[config.mk]
export PLATFORM = sky130hd
export DESIGN_NAME = pipe_ctrl
export DESIGN_NICKNAME = d
export VERILOG_FILES = /design/src/rtl/pipe_ctrl.sv
export SDC_FILE = /design/constraint.sdc
export NUM_CORES = 1
export LEC_CHECK = 0
export CAP_MARGIN = 20
export CORE_MARGIN = 5
export CORE_UTILIZATION = 40
export CTS_CLUSTER_DIAMETER = 100
export CTS_CLUSTER_SIZE = 8
export DETAILED_ROUTE_END_ITERATION = 7
export GPL_ROUTABILITY_DRIVEN = 0
export HOLD_SLACK_MARGIN = 0.1
export PLACE_DENSITY = 0.75
export RECOVER_POWER = 50
export SLEW_MARGIN = 20
export SYNTH_ARGS = -nofsm -noshare
export SYNTH_HDL_FRONTEND = slang
export SYNTH_SLANG_ARGS = --single-unit
[constraint.sdc]
create_clock -name clk -period 5.4 [get_ports clk]
set_clock_uncertainty 0.15 [all_clocks]
set_input_delay 1.08 -clock clk [delete_from_list [all_inputs] [get_ports clk]]
set_output_delay 1.08 -clock clk [all_outputs]
set_load 0.02 [all_outputs]
[src/rtl/pipe_ctrl.sv]
// rtl/pipe_ctrl.sv - pipeline stall/flush sequencer with multi-cycle EX and fetch-discard contexts
module pipe_ctrl #(
  parameter int CNT_W  = 6,
  parameter int PERF_W = 32
) (
  input  logic              clk,
  input  logic              resetn,
  input  logic              ld_use,
  input  logic              redirect,
  input  logic              fetch_wait,
  input  logic              mem_wait,
  input  logic              mc_req,
  input  logic [CNT_W-1:0]  mc_lat,
  output logic              stall_f,
  output logic              stall_d,
  output logic              stall_e,
  output logic              stall_m,
  output logic              flush_d,
  output logic              flush_e,
  output logic              flush_m,
  output logic              flush_w,
  output logic              mc_busy,
  output logic [PERF_W-1:0] stall_cycles
);

  typedef enum logic [1:0] {
    RUN     = 2'd0,
    MULTI   = 2'd1,
    DISCARD = 2'd2
  } stateT;

  stateT             state;
  stateT             nextState;
  logic [CNT_W-1:0]  cnt;
  logic [CNT_W-1:0]  nextCnt;
  logic [PERF_W-1:0] perfCnt;

  // State and countdown register; mem_wait freezing is handled in the next-state logic
  always_ff @(posedge clk or negedge resetn) begin
    if (!resetn) begin
      state <= RUN;
      cnt   <= '0;
    end else begin
      state <= nextState;
      cnt   <= nextCnt;
    end
  end

  // Stall-cycle counter, wraps naturally at its width
  always_ff @(posedge clk or negedge resetn) begin
    if (!resetn) begin
      perfCnt <= '0;
    end else if (stall_f) begin
      perfCnt <= perfCnt + PERF_W'(1);
    end
  end

  // Priority resolution of hazard requests into stall/flush controls and next state
  always_comb begin
    stall_f   = 1'b0;
    stall_d   = 1'b0;
    stall_e   = 1'b0;
    stall_m   = 1'b0;
    flush_d   = 1'b0;
    flush_e   = 1'b0;
    flush_m   = 1'b0;
    flush_w   = 1'b0;
    nextState = state;
    nextCnt   = cnt;
    if (!resetn) begin
      // Outputs must drop the same instant reset asserts, independent of the clock
      nextState = RUN;
      nextCnt   = '0;
    end else if (mem_wait) begin
      // Whole pipeline frozen; W gets a bubble so the stalled M result is not retired twice
      stall_f = 1'b1;
      stall_d = 1'b1;
      stall_e = 1'b1;
      stall_m = 1'b1;
      flush_w = 1'b1;
    end else if (state == MULTI && cnt != '0) begin
      stall_f = 1'b1;
      stall_d = 1'b1;
      stall_e = 1'b1;
      flush_m = 1'b1;
      nextCnt = cnt - CNT_W'(1);
    end else if (state == MULTI) begin
      // Last E cycle of the op: E advances, only fetch may still be waiting
      if (fetch_wait) begin
        stall_f = 1'b1;
        flush_d = 1'b1;
      end
      nextState = RUN;
    end else if (state == RUN && mc_req && mc_lat >= CNT_W'(2)) begin
      // First E cycle counts toward the latency, and the release cycle is the last one
      stall_f   = 1'b1;
      stall_d   = 1'b1;
      stall_e   = 1'b1;
      flush_m   = 1'b1;
      nextCnt   = mc_lat - CNT_W'(2);
      nextState = MULTI;
    end else if (redirect) begin
      flush_d   = 1'b1;
      flush_e   = 1'b1;
      nextState = fetch_wait ? DISCARD : RUN;
    end else if (state == DISCARD) begin
      // Hold fetch until the stale response arrives, then drop it as a bubble in D
      stall_f = 1'b1;
      flush_d = 1'b1;
      if (!fetch_wait) begin
        nextState = RUN;
      end
    end else if (ld_use) begin
      stall_f = 1'b1;
      stall_d = 1'b1;
      flush_e = 1'b1;
    end else if (fetch_wait) begin
      stall_f = 1'b1;
      flush_d = 1'b1;
    end
  end

  assign mc_busy      = resetn && (state == MULTI);
  assign stall_cycles = perfCnt;

endmodule

Yosys cells after proc, flatten, opt, wreduce, memory -nomap -nowiden
Index checks and enable logic that the tools add are counted.

Add/subtract/negate cells: 3. Multipliers: 0. Div/mod/pow operators: 0. $lt $le $gt $ge: 1. Equality and inequality tests: 8. Shift-type cells: 0. Multiplexer cells: 54. Bitwise gates (word level): 0. Reductions and logical operators: 8.

Operators with widths (number): $mux W1 (40); $add A32 B1 Y32 const B (1); $mux W6 (5); $mux W2 (9); $ge A6 B2 Y1 const B (1); $reduce_bool A6 Y1 (1); $sub A6 B1 Y6 const B (1); $sub A6 B2 Y6 const B (1); $ne A5 B1 Y1 const B (1); $ne A5 B3 Y1 const B (1); $logic_and A1 B1 Y1 (4); $ne A2 B2 Y1 const B (2); $reduce_and A4 Y1 (1); $ne A3 B1 Y1 const B (1); $ne A3 B2 Y1 const B (1); $reduce_and A3 Y1 (1); $eq A2 B1 Y1 const B (1); $eq A2 B2 Y1 const B (1); $logic_not A2 Y1 (1).

Register bits: 40. Bits in latches: 0. Memory bits (writable): 0. Bits in read-only memories: 0. Input bits: 13. Output and inout port bits: 41. Memories kept: 0.

Logic depth before layout (Yosys ltp)
Word-level depth: 9. Depth in mapped cells: 8.

Worst setup path after synthesis
OpenSTA, ideal clock, no wires.

Path type: input-to-output. Start: input mc_lat[4]. End: output flush_d. Data arrival time: 2.600 ns. Slack: 1.570 ns. Stages: 4. Cells stage by stage: or4_1 -> o21ai_0 -> a31oi_1 -> a211oi_1.

Word-level cells in the longest chain between the ends: 7.

Ends and longest elaborated chain: start: declaration (RTL line 13) `input logic [CNT_W-1:0] mc_lat,`; $ge A6 B2 Y1 (RTL line 94) `end else if (state == RUN && mc_req && mc_lat >= CNT_W'(2)) begin`; $logic_and A1 B1 Y1 (RTL line 94); $mux W1 (RTL line 94); $mux W1 (RTL line 87) `end else if (state == MULTI) begin`; $mux W1 (RTL line 81) `end else if (state == MULTI && cnt != '0) begin`; $mux W1 (RTL line 74) `end else if (mem_wait) begin`; $mux W1 (RTL line 70) `if (!resetn) begin`; end: declaration (RTL line 18) `output logic flush_d,`.

No other way between the ends.

Worst setup path after layout
Same ends and word-level chain as after synthesis.

==> results.sh <==
export IMPL_grt_overflow=0
export IMPL_dpl_cell_area_um2=3000
export IMPL_post_drt_wl_per_cell_um=14.3
export IMPL_drv_cap=1
export IMPL_postRouteAntennaNets=0
export IMPL_post_route_period_util_pct=87.7
export IMPL_worstSetupStartpointType="input port"
export IMPL_routed_wl_um=5410
export IMPL_crit_fanout=4
export IMPL_cts_tree="yes"
export IMPL_leakagePower_nw=1.22
export IMPL_worst_pin_slew_ns=1.67
export IMPL_min_path_type="flop to flop"
export IMPL_grt_busiest_layer="met2"
export IMPL_instances_no_fill=377
export IMPL_layout_nets=321
export IMPL_fin_area_um2=3060
export IMPL_status="complete, but fails checks"
export IMPL_p_seq_share_pct=46.7
export IMPL_detailedPlace_worstSlack_ns=0.669
export IMPL_cts_buffers=5
export IMPL_critPathKind="input port to primary output"
export IMPL_drtIter0Drc=144
export IMPL_postSynthAreaPerCell_um2=9.49
export IMPL_dieArea_um2=7710
export IMPL_synth_compound_area_share_pct=11.5
export IMPL_synth_area_um2=2420
export IMPL_final_common_cell="dfrtp_1"
export IMPL_required_ns=4.17
export IMPL_grt_max_degree=37
export IMPL_yosysSeqAreaShare_pct=41.3
export IMPL_internal_power_mw=0.566
export IMPL_initial_utilization_pct=40.9
export IMPL_antenna_found_initial=0
export IMPL_dominantRegCellSynth="dfrtp_1"
export IMPL_hpwl_um=3960
export IMPL_area_growth_pct=26.2
export IMPL_antenna_cells=0
export IMPL_place_inst=372
export IMPL_clk_latency_ns=0.28
export IMPL_syn_instance_count=255
export IMPL_met2_usage_pct=24.4
export IMPL_clkTransAtPathRegs_ns=0.07
export IMPL_fmax_mhz=211
export IMPL_place_port_buffers=53
export IMPL_synth_xor_xnor_area_share_pct=12.3
export IMPL_ys_seq_elements=40
export IMPL_p_sw_mw=0.320
export IMPL_drive_above_1_share_pct=6.29
export IMPL_fill_cells=526
export IMPL_rsz0062_at_grt="false"
export IMPL_setup_viol=0
export IMPL_power_mw=0.886
export IMPL_grt_pass1_vias=1964
export IMPL_cts_hold_buffers=0
export IMPL_drt_vias_per_instance=5.34
export IMPL_final_max_slew_viol_count=37
export IMPL_cts_setup_buffers=0
export IMPL_synth_top_family_by_area="simple AND/OR/NAND/NOR gates"
export IMPL_p_per_area_nw_per_um2=290
export IMPL_ir_drop_mv=0.224
export IMPL_synth_nets=272
export IMPL_cts_root_buffer="clkbuf_8"
export IMPL_drc_errors=0
export IMPL_vias=2014
export IMPL_r2r_slack_ns=2.79
export IMPL_core_area_um2=5920
export IMPL_drt_first_pass_iters=4
export IMPL_htreeDepth=2
export IMPL_fin_ws_ns=0.666
export IMPL_synth_mux_area_share_pct=0.413
export IMPL_synth_simple_area_share_pct=27.7
export IMPL_fin_crit_ns=4.73
export IMPL_die_w_um=87.8
export IMPL_ys_async_sr_fraction_pct=100
export IMPL_synth_edf_count=0
export IMPL_p_sw_share_pct=36.1
export IMPL_power_share_clock_pct=19.5
export IMPL_ioPinCount=54
export IMPL_synth_fa_ha_area_share_pct=2.07
export IMPL_violations="capacitance limit, slew limit"
export IMPL_grt_first_pass_wirelength_um=9050
export IMPL_finalSetupTns_ns=0
export IMPL_pwr_share_comb_pct=33.7
export IMPL_final_hold_viol_count=0
export IMPL_final_cell_mix="dfrtp_1, clkdlybuf4s50_1, nand2_1"
export IMPL_grt_util_met3_pct=2.35
export IMPL_grt_usage_pct=14.4
export IMPL_rows=28
export IMPL_cts_resized=0
export IMPL_cts_buffer_depth=2
export IMPL_fp_dieH_um=87.8
export IMPL_max_slew_margin_pct=-11.4
export IMPL_cp_arrival_ns=3.50
export IMPL_cts_sinks=40
export IMPL_ys_warn_count=0
export IMPL_met1_usage_pct=19.0
export IMPL_endpoint_kind="primary output"
export IMPL_ys_types=52
cells by family after synthesis:
logic type               after synthesis
flip-flops                            40
AO/OA/AOI/OAI                         38
AND/OR/NAND/NOR                      113
adder cells (fa/ha/maj)                4
multiplexers                           1
XOR/XNOR                              34
buffers and inverters                 25
worst paths after layout:
kind / cells past startpoint / startpoint / endpoint
max reg2reg: 6 / state[0]$_DFFE_PN0P_ / stall_cycles[26]$_DFFE_PN0P_
min: 1 / stall_cycles[31]$_DFFE_PN0P_ / stall_cycles[31]$_DFFE_PN0P_
max in group asynchronous: 2 / resetn / stall_cycles[10]$_DFFE_PN0P_
min in group asynchronous: 1 / resetn / stall_cycles[21]$_DFFE_PN0P_
min reg2reg: 1 / stall_cycles[31]$_DFFE_PN0P_ / stall_cycles[31]$_DFFE_PN0P_
max: 6 / mc_lat[4] / flush_d
synthesized netlist by cell type, types with 5 or more instances:
cell type	count	area, um^2
xor2_1	25	219
nand2b_1	5	31.3
inv_1	11	41.3
nand3_1	13	65.1
nor4_1	6	37.5
clkbuf_1	6	22.5
nor3_1	15	75.1
nand4_1	5	31.3
nor2_1	13	48.8
o21ai_0	6	30.0
xnor2_1	9	78.8
dfrtp_1	40	1000
nand2_1	27	101
a21boi_1	5	37.5
metrics by stage:
stage	hold slack [ns]	util, %
after detailed placement	0.321	50.6
after global routing	0.341	51.6
final	0.315	51.6
after CTS	0.331	51.8
after floorplan	0.386	-
after global placement	0.306	50.6
power by group through the flow:
stage	registers [mW]	clock network (mW)	logic [mW]
2_1_floorplan	0.458	0	0.125
3_3_place_gp	0.419	0	0.305
3_5_place_dp	0.421	0	0.308
4_1_cts	0.416	0.182	0.310
5_1_grt	0.426	0.193	0.325
6_report	0.414	0.173	0.299
critical path, stage by stage:
cell             delay, ns
clkdlybuf4s50_1       0.48
or4_1                 0.60
o21ai_0               0.33
a31oi_1               0.13
a211oi_1              0.24
clkdlybuf4s50_1       0.64
area by class of cell:
cell class	count	area, um^2	share of cell area [%]
inverters	12	45.0	1.47
clock buffers	5	68.8	2.25
multi-input cells	190	1310	42.9
flip-flops and latches	40	1000	32.8
repair buffers	55	536	17.5
well taps	75	93.8	3.07
metal layers:
metal	part of all wire [%]	wire length [um]
met1	46	2480
met2	50	2730
met3	2.7	147
met4	0.94	51
met5	0	0
flip-flops by register name (all words and copies together) (netlist names):
name,cells
stall_cycles,32
state,2
cnt,6
Power figures use the tool's default switching activity.
